File: src/rtl/dec_pipe.sv
// dec_pipe: parametrised binary-to-N-bit decoder with an elastic valid/ready pipeline.
//
// The input code k is decoded combinationally according to in_mode_i:
//   0 one-hot, 1 thermometer [k:0], 2 inverted one-hot, 3 exclusive thermometer [k-1:0].
// The decoded word then passes through STAGES register slices. STAGES=0 gives a
// purely combinational path.
//
// Ports:
//   clk_i        clock
//   rst_i        asynchronous active-high reset
//   in_data_i    binary code k (IN_WIDTH bits)
//   in_mode_i    decode mode, carried with its word
//   in_valid_i   input word valid
//   in_ready_o   input word accepted this cycle
//   out_data_o   decoded word (OUT_WIDTH bits)
//   out_valid_o  output word valid
//   out_ready_i  downstream accepts the output word
//   out_err_o    (DEC_PIPE_ERR_EN only) word was out of range, k >= OUT_WIDTH
//   err_cnt_o    (DEC_PIPE_ERR_EN only) saturating count of out-of-range words delivered
//
// Optional feature macro: DEC_PIPE_ERR_EN.
module dec_pipe #(
    parameter int unsigned IN_WIDTH  = 6,
    parameter int unsigned OUT_WIDTH = 64,
    parameter int unsigned STAGES    = 1
) (
    input  logic                 clk_i,
    input  logic                 rst_i,
    input  logic [IN_WIDTH-1:0]  in_data_i,
    input  logic [1:0]           in_mode_i,
    input  logic                 in_valid_i,
    output logic                 in_ready_o,
    output logic [OUT_WIDTH-1:0] out_data_o,
    output logic                 out_valid_o,
    input  logic                 out_ready_i
`ifdef DEC_PIPE_ERR_EN
    ,
    output logic                 out_err_o,
    output logic [7:0]           err_cnt_o
`endif
);

    // ------------------------------------------------------------------
    // Combinational decode. Comparing each bit position against k gives the
    // out-of-range behaviour for free: no position reaches k, so one-hot is
    // all zero and the other three modes are all ones.
    // ------------------------------------------------------------------
    int unsigned          k_int;
    logic [OUT_WIDTH-1:0] dec_word;

    assign k_int = 32'(in_data_i);

    always_comb begin
        dec_word = '0;
        for (int unsigned i = 0; i < OUT_WIDTH; i++) begin
            case (in_mode_i)
                2'd0:    dec_word[i] = (i == k_int);
                2'd1:    dec_word[i] = (i <= k_int);
                2'd2:    dec_word[i] = (i != k_int);
                default: dec_word[i] = (i <  k_int);
            endcase
        end
    end

`ifdef DEC_PIPE_ERR_EN
    logic dec_err;
    assign dec_err = (k_int >= OUT_WIDTH);
`endif

    if (STAGES == 0) begin : g_comb
        assign out_valid_o = in_valid_i;
        assign in_ready_o  = out_ready_i;
        assign out_data_o  = dec_word;
`ifdef DEC_PIPE_ERR_EN
        assign out_err_o   = dec_err;
`endif
    end else begin : g_pipe
        logic [STAGES-1:0]    valid_q;
        logic [OUT_WIDTH-1:0] data_q [STAGES];
        // rdy[i]: stage i loads this cycle; rdy[STAGES] is the consumer.
        logic [STAGES:0]      rdy;
        logic [STAGES-1:0]    up_valid;
        logic [OUT_WIDTH-1:0] up_data [STAGES];

        // A stage loads when empty or when its word leaves this same cycle,
        // so readiness ripples back from out_ready_i without a bubble.
        always_comb begin
            rdy[STAGES] = out_ready_i;
            for (int i = STAGES - 1; i >= 0; i--) begin
                rdy[i] = !valid_q[i] || rdy[i+1];
            end
        end

        always_comb begin
            up_valid[0] = in_valid_i;
            up_data[0]  = dec_word;
            for (int i = 1; i < STAGES; i++) begin
                up_valid[i] = valid_q[i-1];
                up_data[i]  = data_q[i-1];
            end
        end

        always_ff @(posedge clk_i or posedge rst_i) begin
            if (rst_i) begin
                valid_q <= '0;
                for (int i = 0; i < STAGES; i++) begin
                    data_q[i] <= '0;
                end
            end else begin
                for (int i = 0; i < STAGES; i++) begin
                    if (rdy[i]) begin
                        valid_q[i] <= up_valid[i];
                        // Data only moves with a real word; bubbles leave it alone.
                        if (up_valid[i]) begin
                            data_q[i] <= up_data[i];
                        end
                    end
                end
            end
        end

        assign in_ready_o  = rdy[0];
        assign out_valid_o = valid_q[STAGES-1];
        assign out_data_o  = data_q[STAGES-1];

`ifdef DEC_PIPE_ERR_EN
        logic [STAGES-1:0] err_q;
        logic [STAGES-1:0] up_err;

        always_comb begin
            up_err[0] = dec_err;
            for (int i = 1; i < STAGES; i++) begin
                up_err[i] = err_q[i-1];
            end
        end

        always_ff @(posedge clk_i or posedge rst_i) begin
            if (rst_i) begin
                err_q <= '0;
            end else begin
                for (int i = 0; i < STAGES; i++) begin
                    if (rdy[i] && up_valid[i]) begin
                        err_q[i] <= up_err[i];
                    end
                end
            end
        end

        assign out_err_o = err_q[STAGES-1];
`endif
    end

`ifdef DEC_PIPE_ERR_EN
    logic [7:0] err_cnt_q;

    always_ff @(posedge clk_i or posedge rst_i) begin
        if (rst_i) begin
            err_cnt_q <= '0;
        end else if (out_valid_o && out_ready_i && out_err_o && (err_cnt_q != 8'hFF)) begin
            err_cnt_q <= err_cnt_q + 8'd1;
        end
    end

    assign err_cnt_o = err_cnt_q;
`endif

endmodule

File: config.mk
export PLATFORM = sky130hd
export DESIGN_NAME = dec_pipe
export DESIGN_NICKNAME = d
export VERILOG_FILES = /design/src/rtl/dec_pipe.sv
export SDC_FILE = /design/constraint.sdc
export NUM_CORES = 1
export LEC_CHECK = 0
export CAP_MARGIN = 20
export CELL_PAD_IN_SITES_DETAIL_PLACEMENT = 0
export CELL_PAD_IN_SITES_GLOBAL_PLACEMENT = 1
export CORE_UTILIZATION = 39
export DETAILED_ROUTE_END_ITERATION = 8
export HOLD_SLACK_MARGIN = 0.08
export PLACE_DENSITY = 0.82
export SYNTH_ARGS = -nofsm -noshare
export SYNTH_HDL_FRONTEND = slang
export SYNTH_SLANG_ARGS = --single-unit
File: constraint.sdc
create_clock -name clk_i -period 2.75 [get_ports clk_i]
set_clock_uncertainty 0.15 [all_clocks]
set_input_delay 0.55 -clock clk_i [delete_from_list [all_inputs] [get_ports clk_i]]
set_output_delay 0.55 -clock clk_i [all_outputs]
set_load 0.05 [all_outputs]
==> metrics, run 1 <==
fin crit share=88.76%; Syn Std Cell Area=0.004263 mm²; worst skew pair latency=0.35 ns; Core Util, Final=54.33%; Syn Inst Count=523; Max Root-Sink Buffers=2; Final nets=620; most frequent cells in the layout=nand2_1 (77), clkdlybuf4s50_1 (76), dfrtp_1 (65), o21ai_0 (55), buf_4 (44); total wire length=15930 µm; Initial Utilization=40.74%; Slowest-stage cell, CP=a2111oi_0; Die Footprint=0.01135 mm²; pre-CTS setup slack=-0.03287 ns; H-Tree Depth=3; RSZ-0062 raised after global routing=no; HP Class=reg2reg; post-synth top area cell=dfrtp_1; worst relative slew slack=61.16%; Peak VDD IR=0.3315 mV; sequential fraction of the synthesis area=38.16%; Finished Cell Area=0.005684 mm²; crit path from=in_data_i[1]; Crit path required time=2.83 ns; largest net degree at the start of global routing=66; Area Growth Syn to Fin=33.34%; total power=3.439 mW; drt pass-1 iters=5; placed inst area=0.005477 mm²; Clock transition at path regs=0.07 ns; top-level I/O count=78; vias in the first global route=4419; cts hold-fix bufs=0; fillcell total=1028; slew at the pin closest to its max-slew limit=0.5680 ns; syn_area_per_cell=8.151 µm²; GRT Util Overall=29.62%; post-route DRC violation count=0; routed length per instance=21.27 µm; Die X=106.6 µm; PortBufs=77; Reg2Reg Setup Slack=0.84 ns; Resized cells post-CTS=0; Ys Warns=0; worst path bufs/invs=2; Worst Hold End=out_data_o[0]; most common cell after layout, fill and taps aside=nand2_1; Net Count, Synth=535; crit-path max FO=29; Pins Over Slew Limit=0; site row count=37; final hold slack=0.3194 ns; largest cells by area after synthesis=dfrtp_1 (38%), nand2_1 (6.8%), o21ai_0 (6.5%); Most used DFF post-synth=dfrtp_1; Hold Path Stages=2; Post-CTS Setup Bufs=0; first-pass GRT wire length=25340 µm; Final Hold Viols=0; Root Driver=clkbuf_8; r2r worst-path depth=4; asr flop ratio synth=100.0%; Setup CP Type=in2reg; share of the synthesized area in the top cell type=38.16%; Leak=2.248 nW; placed cells=733; library cells used by synthesis=68; critical path's top delay family=buffers and inverters; register bit total from synthesis=65; Crit. path cell count=6; startpoint types=primary input; Fmax=0.4097 GHz; PnR worst setup slack=0.3092 ns; CTS tree=yes; antenna violations before repair=0; pwr dens=605.0 mW/mm²; Setup violations, final=0; Antenna diodes=0; slowest stage delay, CP=0.57 ns; grt ovf=0; Fin Setup TNS=0 ns; vias per cell=6.081; Crit Reg-Reg Startpoint=out_valid_o; total clock sinks=65; Final Critical Period=2.441 ns; worst path arrival time=2.52 ns; CP endpoint kind=register; max-capacitance violation count=0; DP HPWL=11020 µm; hold path start=out_data_o[0]; core area=0.01046 mm²; Finished Layout Cells=749; crit-path cells=clkdlybuf4s50_1, buf_12, and2_1, a21oi_1, a2111oi_0, nor2_1; status=finished clean; chip height=106.6 µm; Routed Antenna Nets=0; Num CTS Buffers=9; EDFF count, synth=0; layout cells sized above 1=15.01%; DR vias=4555; Iteration-0 DRC Markers=407; reg2reg end=out_data_o[27]; GPL Wtd Cong=0.9191
[worst max-delay path by stage]
stage                                end  slack (ns)
after floorplan            out_data_o[0]        0.42
after global placement    out_data_o[27]       -0.05
after detailed placement  out_data_o[27]       -0.03
after CTS                 out_data_o[27]        0.34
after global routing      out_data_o[27]        0.21
final                     out_data_o[27]        0.31
[synthesized netlist by cell type, types with 5 or more instances]
library cell	count
and2_1	6
o211ai_1	5
a221oi_1	5
buf_2	19
o31ai_1	8
buf_4	5
nor2_1	43
nor2b_1	8
nand3_1	10
nand2_1	77
a31oi_1	22
dfrtp_1	65
o21ai_0	55
inv_1	5
nor3_1	7
nand2b_1	8
clkbuf_1	26
a21oi_1	43
a41oi_1	7
o21ai_1	7
[per-layer routing]
metal / routed length (µm) / vias up / track usage, %
li1: - / 2102 / -
met1: 6943 / 2184 / 41.09
met2: 7389 / 238 / 45.59
met3: 1157 / 31 / 4.905
met4: 440 / 0 / 12.43
met5: 0 / - / 0
[sequential cells by signal, summed over array words and instances, names as in the netlist]
signal,count
out_data_o,64
out_valid_o,1
[area by class of cell]
type | instances | area (µm²) | share of cell area (%)
Clock buffer | 14 | 172.7 | 3.038
Clock inverter | 2 | 35.03 | 0.6163
Inverter | 6 | 22.52 | 0.3962
Multi-Input combinational cell | 395 | 2346 | 41.27
Sequential cell | 65 | 1627 | 28.62
Tap cell | 136 | 170.2 | 2.994
Timing Repair Buffer | 131 | 1311 | 23.07
[power by group]
group / internal [mW] / switching, mW / total (mW)
Combinational: 0.466 / 0.924 / 1.39
Clock: 0.493 / 0.381 / 0.874
Sequential: 1.09 / 0.0798 / 1.17
[worst min-delay path, stage by stage (launching register included)]
cell,delay (ns)
dfrtp_1,0.35
nand2_1,0.05
nand2_1,0.05
[logic make-up (layout without fill, tap and decap cells)]
family	Yosys count	after routing	share of synthesized area (%)
AO/OA/AOI/OAI	199	199	30.11
buffers and inverters	63	153	7.073
flip-flops	65	65	38.16
multiplexers	6	6	1.468
AND/OR/NAND/NOR	190	190	23.19
No activity file was read; power rests on OpenSTA's default activity.
==> run 2: changes to the inputs <==
--- a/config.mk
+++ b/config.mk
@@ -8,8 +8,9 @@
 export CAP_MARGIN = 20
 export CELL_PAD_IN_SITES_DETAIL_PLACEMENT = 0
 export CELL_PAD_IN_SITES_GLOBAL_PLACEMENT = 1
-export CORE_UTILIZATION = 39
+export CORE_UTILIZATION = 47
 export DETAILED_ROUTE_END_ITERATION = 8
+export DONT_BUFFER_PORTS = 1
 export HOLD_SLACK_MARGIN = 0.08
 export PLACE_DENSITY = 0.82
 export SYNTH_ARGS = -nofsm -noshare
==> metrics, run 2 (same netlist as run 1, synthesis figures left out) <==
status=finished clean (unchanged); max-capacitance violation count=0 (unchanged); GPL Wtd Cong=0.9618 (was 0.9191); total clock sinks=65 (unchanged); DP HPWL=9615 µm (was 11020 µm); Final nets=507 (was 620); routed length per instance=23.67 µm (was 21.27 µm); Iteration-0 DRC Markers=542 (was 407); top-level I/O count=78 (unchanged); H-Tree Depth=3 (unchanged); Resized cells post-CTS=0 (unchanged); Pins Over Slew Limit=0 (unchanged); first-pass GRT wire length=22890 µm (was 25340 µm); placed inst area=0.004285 mm² (was 0.005477 mm²); HP Class=in2reg (was reg2reg); RSZ-0062 raised after global routing=no (unchanged); worst skew pair latency=0.37 ns (was 0.35 ns); worst relative slew slack=43.68% (was 61.16%); total power=3.076 mW (was 3.439 mW); pre-CTS setup slack=0.7541 ns (was -0.03287 ns); fillcell total=888 (was 1028); Num CTS Buffers=9 (unchanged); post-route DRC violation count=0 (unchanged); Fin Setup TNS=0 ns (unchanged); PortBufs=0 (was 77); Root Driver=clkbuf_8 (unchanged); DR vias=4231 (was 4555); crit-path max FO=4 (was 29); slew at the pin closest to its max-slew limit=0.8417 ns (was 0.5680 ns); Setup violations, final=0 (unchanged); Max Root-Sink Buffers=2 (unchanged); Fmax=0.5318 GHz (was 0.4097 GHz); Leak=1.722 nW (was 2.248 nW); Final Hold Viols=0 (unchanged); Die X=97.24 µm (was 106.6 µm); placed cells=591 (was 733); cts hold-fix bufs=1 (was 0); Peak VDD IR=0.2976 mV (was 0.3315 mV); vias per cell=6.959 (was 6.081); Setup CP Type=reg2out (was in2reg); worst path arrival time=1.18 ns (was 2.52 ns); antenna violations before repair=0 (unchanged); CP endpoint kind=primary output (was register); site row count=34 (was 37); Core Util, Final=51.53% (was 54.33%); startpoint types=register (was primary input); Antenna diodes=0 (unchanged); core area=0.008763 mm² (was 0.01046 mm²); Routed Antenna Nets=0 (unchanged); Finished Layout Cells=608 (was 749); GRT Util Overall=31.11% (was 29.62%); Post-CTS Setup Bufs=0 (unchanged); most common cell after layout, fill and taps aside=nand2_1 (unchanged); max reg flops=64 (unchanged); layout cells sized above 1=11.20% (was 15.01%); final hold slack=0.1932 ns (was 0.3194 ns); chip height=97.24 µm (was 106.6 µm); vias in the first global route=3888 (was 4419); total wire length=14390 µm (was 15930 µm); fin crit share=68.38% (was 88.76%); Final Critical Period=1.880 ns (was 2.441 ns); CTS tree=yes (unchanged); grt ovf=0 (unchanged); Initial Utilization=48.64% (was 40.74%); Finished Cell Area=0.004516 mm² (was 0.005684 mm²); drt pass-1 iters=7 (was 5); Area Growth Syn to Fin=5.929% (was 33.34%); Crit path required time=2.05 ns (was 2.83 ns); Clock transition at path regs=0.08 ns (was 0.07 ns); PnR worst setup slack=0.8696 ns (was 0.3092 ns); most frequent cells in the layout=nand2_1 (76), dfrtp_1 (65), o21ai_0 (55), nor2_1 (43), a21oi_1 (42) (was nand2_1 (77), clkdlybuf4s50_1 (76), dfrtp_1 (65), o21ai_0 (55), buf_4 (44)); Die Footprint=0.009455 mm² (was 0.01135 mm²); pwr dens=681.2 mW/mm² (was 605.0 mW/mm²); largest net degree at the start of global routing=48 (was 66)
==> run 2: cell count changes in the layout (fill, tap and decap cells not counted), sizes merged <==
| cell | previous run | this run |
|---|---|---|
| bufinv | 1 | 2 |
| clkdlybuf4s50 | 76 | 0 |
| clkbuf | 14 | 10 |
| dlygate4sd3 | 0 | 1 |
| clkinv | 2 | 3 |
| buf | 55 | 17 |
| clkinvlp | 0 | 2 |
==> run 2: worst max-delay path: stages, from the launching register on <==
cell and delay, ns:
dfrtp_1 0.45, nand2b_1 0.14, buf_4 0.22
==> run 2: cell type report <==
cell class,instances,area (µm²),area share (%)
Inverter,6,22.52,0.4988
Multi-Input combinational cell,395,2349,52.01
Clock inverter,6,92.59,2.050
Tap cell,108,135.1,2.993
Clock buffer,10,127.6,2.826
Sequential cell,65,1627,36.02
Timing Repair Buffer,18,162.7,3.602
==> run 2: worst paths after layout <==
| kind | start | end | slack [ns] | cells past startpoint |
|---|---|---|---|---|
| setup / recovery | out_valid_o | in_ready_o | 0.87 | 2 |
| hold / removal | in_valid_i | out_valid_o | 0.19 | 2 |
| setup reg to reg | out_valid_o | out_data_o[34] | 1.00 | 4 |
| hold reg to reg | out_data_o[0] | out_data_o[0] | 0.61 | 2 |
| max in group asynchronous | rst_i | out_data_o[35] | 1.24 | 3 |
| min in group asynchronous | rst_i | out_data_o[1] | 0.58 | 2 |
==> run 2: power breakdown <==
group | switching, mW | leakage, nW | total, mW | internal [mW]
logic | 0.281 | 0.861 | 0.457 | 0.176
clock network | 0.418 | 0.103 | 0.932 | 0.513
registers | 0.602 | 0.758 | 1.69 | 1.08
total | 1.30 | 1.72 | 3.08 | 1.77
==> run 2: per-layer routing <==
metal	track usage [%]	wire length [µm]	share of wire [%]
met4	11.20	522	3.6
met1	43.54	5727	40
met2	46.53	6442	45
met5	0	0	0
met3	7.986	1700	12
